<file path="config.mk">
export PLATFORM = sky130hd
export DESIGN_NAME = fetch_unit
export DESIGN_NICKNAME = d
export VERILOG_FILES = /design/src/rtl/cpu_pkg.sv /design/src/rtl/sync_fifo.sv /design/src/rtl/fetch_unit.sv
export SDC_FILE = /design/constraint.sdc
export NUM_CORES = 1
export LEC_CHECK = 0
export CORE_ASPECT_RATIO = 0.5
export CORE_MARGIN = 5
export CORE_UTILIZATION = 40
export DETAILED_ROUTE_END_ITERATION = 7
export PLACE_DENSITY = 0.71
export REMOVE_ABC_BUFFERS = 1
export SLEW_MARGIN = 20
export SYNTH_ARGS = -nofsm -noshare
export SYNTH_HDL_FRONTEND = slang
export SYNTH_HIERARCHICAL = 1
export SYNTH_SLANG_ARGS = --single-unit
export TNS_END_PERCENT = 30
</file>
<file path="constraint.sdc">
create_clock -name clk -period 3.8 [get_ports clk]
set_input_delay 1.14 -clock clk [delete_from_list [all_inputs] [get_ports clk]]
set_output_delay 1.14 -clock clk [all_outputs]
set_load 0.01 [all_outputs]
</file>
<file path="src/rtl/cpu_pkg.sv">
// Shared CPU definitions: datapath widths, reset PC
// and the fetch-to-decode entry layout.
package cpu_pkg;

   localparam int WORD_WIDTH = 32;
   localparam int ADDR_WIDTH = 32;

   localparam logic [ADDR_WIDTH-1:0] PC_RESET_DEFAULT = 32'h0;

   typedef struct packed {
      logic [ADDR_WIDTH-1:0] pc;
      logic [WORD_WIDTH-1:0] data;
   } fetch_entry_t;

   function automatic logic [ADDR_WIDTH-1:0] pc_next(
      input logic [ADDR_WIDTH-1:0] pc
   );
      return pc + 1'b1;
   endfunction

endpackage

</file>
<file path="src/rtl/sync_fifo.sv">
// Synchronous FIFO with flush, occupancy count and a
// show-ahead head output; zero head when empty.
module sync_fifo #(
   parameter int WIDTH = 64,
   parameter int DEPTH = 4,
   localparam int AW = $clog2(DEPTH),
   localparam int CW = AW + 1
) (
   input  logic             clk,
   input  logic             rst,
   input  logic             push,
   input  logic [WIDTH-1:0] push_data,
   input  logic             pop,
   input  logic             flush,
   output logic             full,
   output logic             empty,
   output logic [CW-1:0]    count,
   output logic [WIDTH-1:0] head
);

   logic [WIDTH-1:0] mem [DEPTH];
   logic [AW-1:0]    wr_ptr;
   logic [AW-1:0]    rd_ptr;
   logic [CW-1:0]    cnt;
   logic             do_push;
   logic             do_pop;

   assign full    = (cnt == CW'(DEPTH));
   assign empty   = (cnt == '0);
   assign count   = cnt;
   assign do_pop  = pop && !empty;
   assign do_push = push && (!full || do_pop);
   assign head    = empty ? '0 : mem[rd_ptr];

   always_ff @(posedge clk or negedge rst) begin
      if (!rst) begin
         wr_ptr <= '0;
         rd_ptr <= '0;
         cnt    <= '0;
      end else if (flush) begin
         wr_ptr <= '0;
         rd_ptr <= '0;
         cnt    <= '0;
      end else begin
         if (do_push)
            wr_ptr <= wr_ptr + 1'b1;
         if (do_pop)
            rd_ptr <= rd_ptr + 1'b1;
         unique case (1'b1)
            (do_push && !do_pop): cnt <= cnt + 1'b1;
            (do_pop && !do_push): cnt <= cnt - 1'b1;
            default:              cnt <= cnt;
         endcase
      end
   end

   // Storage has no reset; head is masked while empty.
   always_ff @(posedge clk) begin
      if (do_push && !flush)
         mem[wr_ptr] <= push_data;
   end

endmodule

</file>
<file path="src/rtl/fetch_unit.sv">
// Instruction fetch stage: PC, credit-limited issue to
// 1-cycle memory, prefetch FIFO and redirect flush.
module fetch_unit
   import cpu_pkg::*;
#(
   parameter int DEPTH = 4,
   parameter logic [ADDR_WIDTH-1:0] RESET_PC = PC_RESET_DEFAULT
) (
   input  logic                  clk,
   input  logic                  rst,
   output logic                  mem_read_en,
   output logic [ADDR_WIDTH-1:0] mem_read_address,
   input  logic [WORD_WIDTH-1:0] mem_read_data,
   input  logic                  redirect_valid,
   input  logic [ADDR_WIDTH-1:0] redirect_pc,
   output logic                  instr_valid,
   input  logic                  instr_ready,
   output logic [WORD_WIDTH-1:0] instr_data,
   output logic [ADDR_WIDTH-1:0] instr_pc,
   output logic [ADDR_WIDTH-1:0] fetch_pc
);

   localparam int CW = $clog2(DEPTH) + 1;

   logic [ADDR_WIDTH-1:0] pc;
   logic [ADDR_WIDTH-1:0] req_pc;
   logic                  inflight;
   logic [CW-1:0]         count;
   logic [CW:0]           credit_used;
   logic                  full;
   logic                  empty;
   logic                  issue;
   logic                  push;
   logic                  pop;
   fetch_entry_t          push_entry;
   fetch_entry_t          head_entry;

   // Occupancy before any same-cycle pop: conservative.
   assign credit_used = {1'b0, count} + {{CW{1'b0}}, inflight};
   assign issue = rst && !redirect_valid
               && (credit_used < (CW+1)'(DEPTH));

   assign push = inflight && !redirect_valid;
   assign instr_valid = !empty && !redirect_valid;
   assign pop = instr_valid && instr_ready;

   assign mem_read_en      = issue;
   assign mem_read_address = pc;
   assign fetch_pc         = pc;

   assign push_entry.pc   = req_pc;
   assign push_entry.data = mem_read_data;
   assign instr_pc   = head_entry.pc;
   assign instr_data = head_entry.data;

   always_ff @(posedge clk or negedge rst) begin
      if (!rst) begin
         pc       <= RESET_PC;
         req_pc   <= '0;
         inflight <= 1'b0;
      end else begin
         unique case (1'b1)
            redirect_valid: begin
               pc       <= redirect_pc;
               inflight <= 1'b0;
            end
            issue: begin
               pc       <= pc_next(pc);
               req_pc   <= pc;
               inflight <= 1'b1;
            end
            default: inflight <= 1'b0;
         endcase
      end
   end

   sync_fifo #(
      .WIDTH ($bits(fetch_entry_t)),
      .DEPTH (DEPTH)
   ) u_fifo (
      .clk       (clk),
      .rst       (rst),
      .push      (push),
      .push_data (push_entry),
      .pop       (pop),
      .flush     (redirect_valid),
      .full      (full),
      .empty     (empty),
      .count     (count),
      .head      (head_entry)
   );

   push_never_full: assert property (
      @(posedge clk) disable iff (!rst) !(push && full)
   );

endmodule

</file>
==> results.yml <==
status:
  status: "finished clean"
sta:
  final-hold-violation-count: 0
  tns_ps: 0
  max_freq_ghz: 0.272
  fin_hold_ws_ps: 518
  slew_headroom_pct: 28.4
  min_period_ps: 3680
  grt_setup_unrepaired: "no"
  skew_ps: 11.2
  fin_ws_ps: 123
  final-max-slew-violation-count: 0
  finalSetupViolations: 0
  max_slew.worst_pin.slew_ps: 1070
  period_share_pct: 96.8
floorplan:
  die_y_um: 141
  chipWidth_um: 271
  rows: 47
  dieArea_um2: 38200
  initial_core_util_pct: 40.9
  pin_count: 198
  core_um2: 33400
power_and_ir_drop:
  p_seq_share_pct: 53.3
  power.share.clock_pct: 37.7
  p_switching_uw: 1760
  pwr-share-comb_pct: 9.0
  vdd_drop_max_uv: 309
  p_per_area_nw_per_um2: 466
  p_sw_share_pct: 22.3
  p_int_uw: 6130
  leakage_uw: 0.00577
detailed_routing:
  first_pass_iters: 4
  drc_errors: 0
  via_per_inst: 5.35
  wl_per_cell_um: 20.9
  wirelength_um: 31400
  vias: 8020
  antenna_left: 0
  drt_iter0_markers: 589
placed_design:
  post-place-ws_ps: 252
  place_inst: 1438
  portBuffers: 197
  place_congestion: 0.845
  dpl_cell_area_um2: 15900
  hpwlAfterDp_um: 19500
finish:
  fillerInstances: 2715
  syn_to_final_growth_pct: 23.9
  layoutNonFillerInstCount: 1498
  fin_nets: 1105
  drive_gt1_share_pct: 14.9
  stdcell_area_um2: 16900
critical_path:
  cpPeakStageDelay_ps: 540
  path_class: "flip-flop to output pin"
  required_ps: 2660
  reg2reg_setup_slack_ps: 820
  cp.buffers_inverters: 2
  cp.depth: 4
  critical_path_arrival_ps: 2540
  worstReg2RegStart: "u_fifo/count[0]"
  crit_chain: "buf_12 -> mux4_2 -> and2b_1 -> clkdlybuf4s50_1"
  path_max_fanout: 20
  start_kind: "flip-flop"
  crit_path_end_kind: "output pin"
  slowest_stage: "mux4_2"
  critPathCapture: "instr_data[1]"
  cp-startpoint: "u_fifo/rd_ptr[0]"
  reg2regPathDepth: 10
  rr_endpoint: "u_fifo/count[1]"
  critPathTopFamily: "buffers and inverters"
global_route:
  grt_pass1_wl_um: 49300
  antenna_found_initial: 2
  grt_max_degree: 73
  grtUsageTotal_pct: 16.1
  grt_overflow_total: 0
  grt_pass1_vias: 8465
run:
  drv_cap: 0
cts:
  clockRootBuffer: "clkbuf_16"
  clk_latency_ps: 550
  clock-sinks: 328
  cts_htree_levels: 1
  cts_buffers: 30
  clockBufferDepth: 3
  cts_tree: "done"
  clk_pin_slew_ps: 60
logic_synthesis:
  avgSynthCellArea_um2: 15.9
  yosys_warnings: 6
  syn_inst: 859
  synth_area_um2: 13700
min_path:
  min_path_type: "flip-flop to flip-flop"
-- what timing repair did --
item / in CTS / in global routing
endpoints found under the setup margin: 50 / 25
gates resized for setup: 0 / 2
setup buffers: 2 / 0
hold buffers: 0 / 0
-- state kept, by name, summed over array words and instances, names as in the netlist --
| name | flops |
|---|---|
| inflight | 1 |
| req_pc | 32 |
| u_fifo/mem | 256 |
| fetch_pc | 32 |
| u_fifo/rd_ptr | 2 |
| u_fifo/wr_ptr | 2 |
| u_fifo/count | 3 |
-- worst min path at each step --
stage / start / to / slack, ps / cells after the start
after detailed placement: req_pc[27] / u_fifo/mem[3][59] / 510 / 0
after CTS: req_pc[15] / u_fifo/mem[1][47] / 510 / 0
final: req_pc[8] / u_fifo/mem[3][40] / 520 / 0
after floorplan: req_pc[0] / u_fifo/mem[0][32] / 480 / 0
after global placement: req_pc[13] / u_fifo/mem[0][45] / 480 / 0
after global routing: req_pc[15] / u_fifo/mem[1][47] / 530 / 0
-- power groups by stage --
| stage | registers, uW | clock network (uW) | logic [uW] |
|---|---|---|---|
| after floorplan | 4260 | 0 | 239 |
| after global routing | 4220 | 3190 | 768 |
| final | 4200 | 2970 | 710 |
| after global placement | 4260 | 0 | 700 |
| after detailed placement | 4280 | 0 | 712 |
| after CTS | 4200 | 3020 | 718 |
-- per-layer routing --
metal  GRT usage, %  share of wire [%]  up-vias
met5              0                  0        -
met4           5.17                3.0        0
met3           1.94                3.4       65
met2           29.3                 54      190
met1           20.4                 40     4174
li1               -                  -     3591
-- final cells by class --
type                            instances  area (um^2)  area share (%)
Sequential cell                       328         9490            56.1
Multi-Input combinational cell        443         3690            21.8
Timing Repair Buffer                  216         2160            12.8
Clock buffer                           44          875            5.17
Tap cell                              441          552            3.26
Clock inverter                         12          106           0.628
Inverter                               12         45.0           0.266
Antenna cell                            2         5.00          0.0296
-- cell usage in the layout (no fill, tap or decap), drive strengths merged, types with 12 or more instances in the layout --
cell type and n:
a21oi 14, buf 21, nor2b 65, inv 12
mux4 64, nand3 24, edfxtp 256, nor2 19
dfrtp 72, o21ai 15, nand2 115, clkdlybuf4s50 195
clkbuf 44
-- per-stage QoR --
step	power, uW	util [%]
5_1_grt	8190	50.7
4_1_cts	7940	50.6
6_report	7890	50.7
3_3_place_gp	4960	47.6
2_1_floorplan	4500	-
3_5_place_dp	4990	47.6
Note: power is estimated with default switching activity, not from simulation.
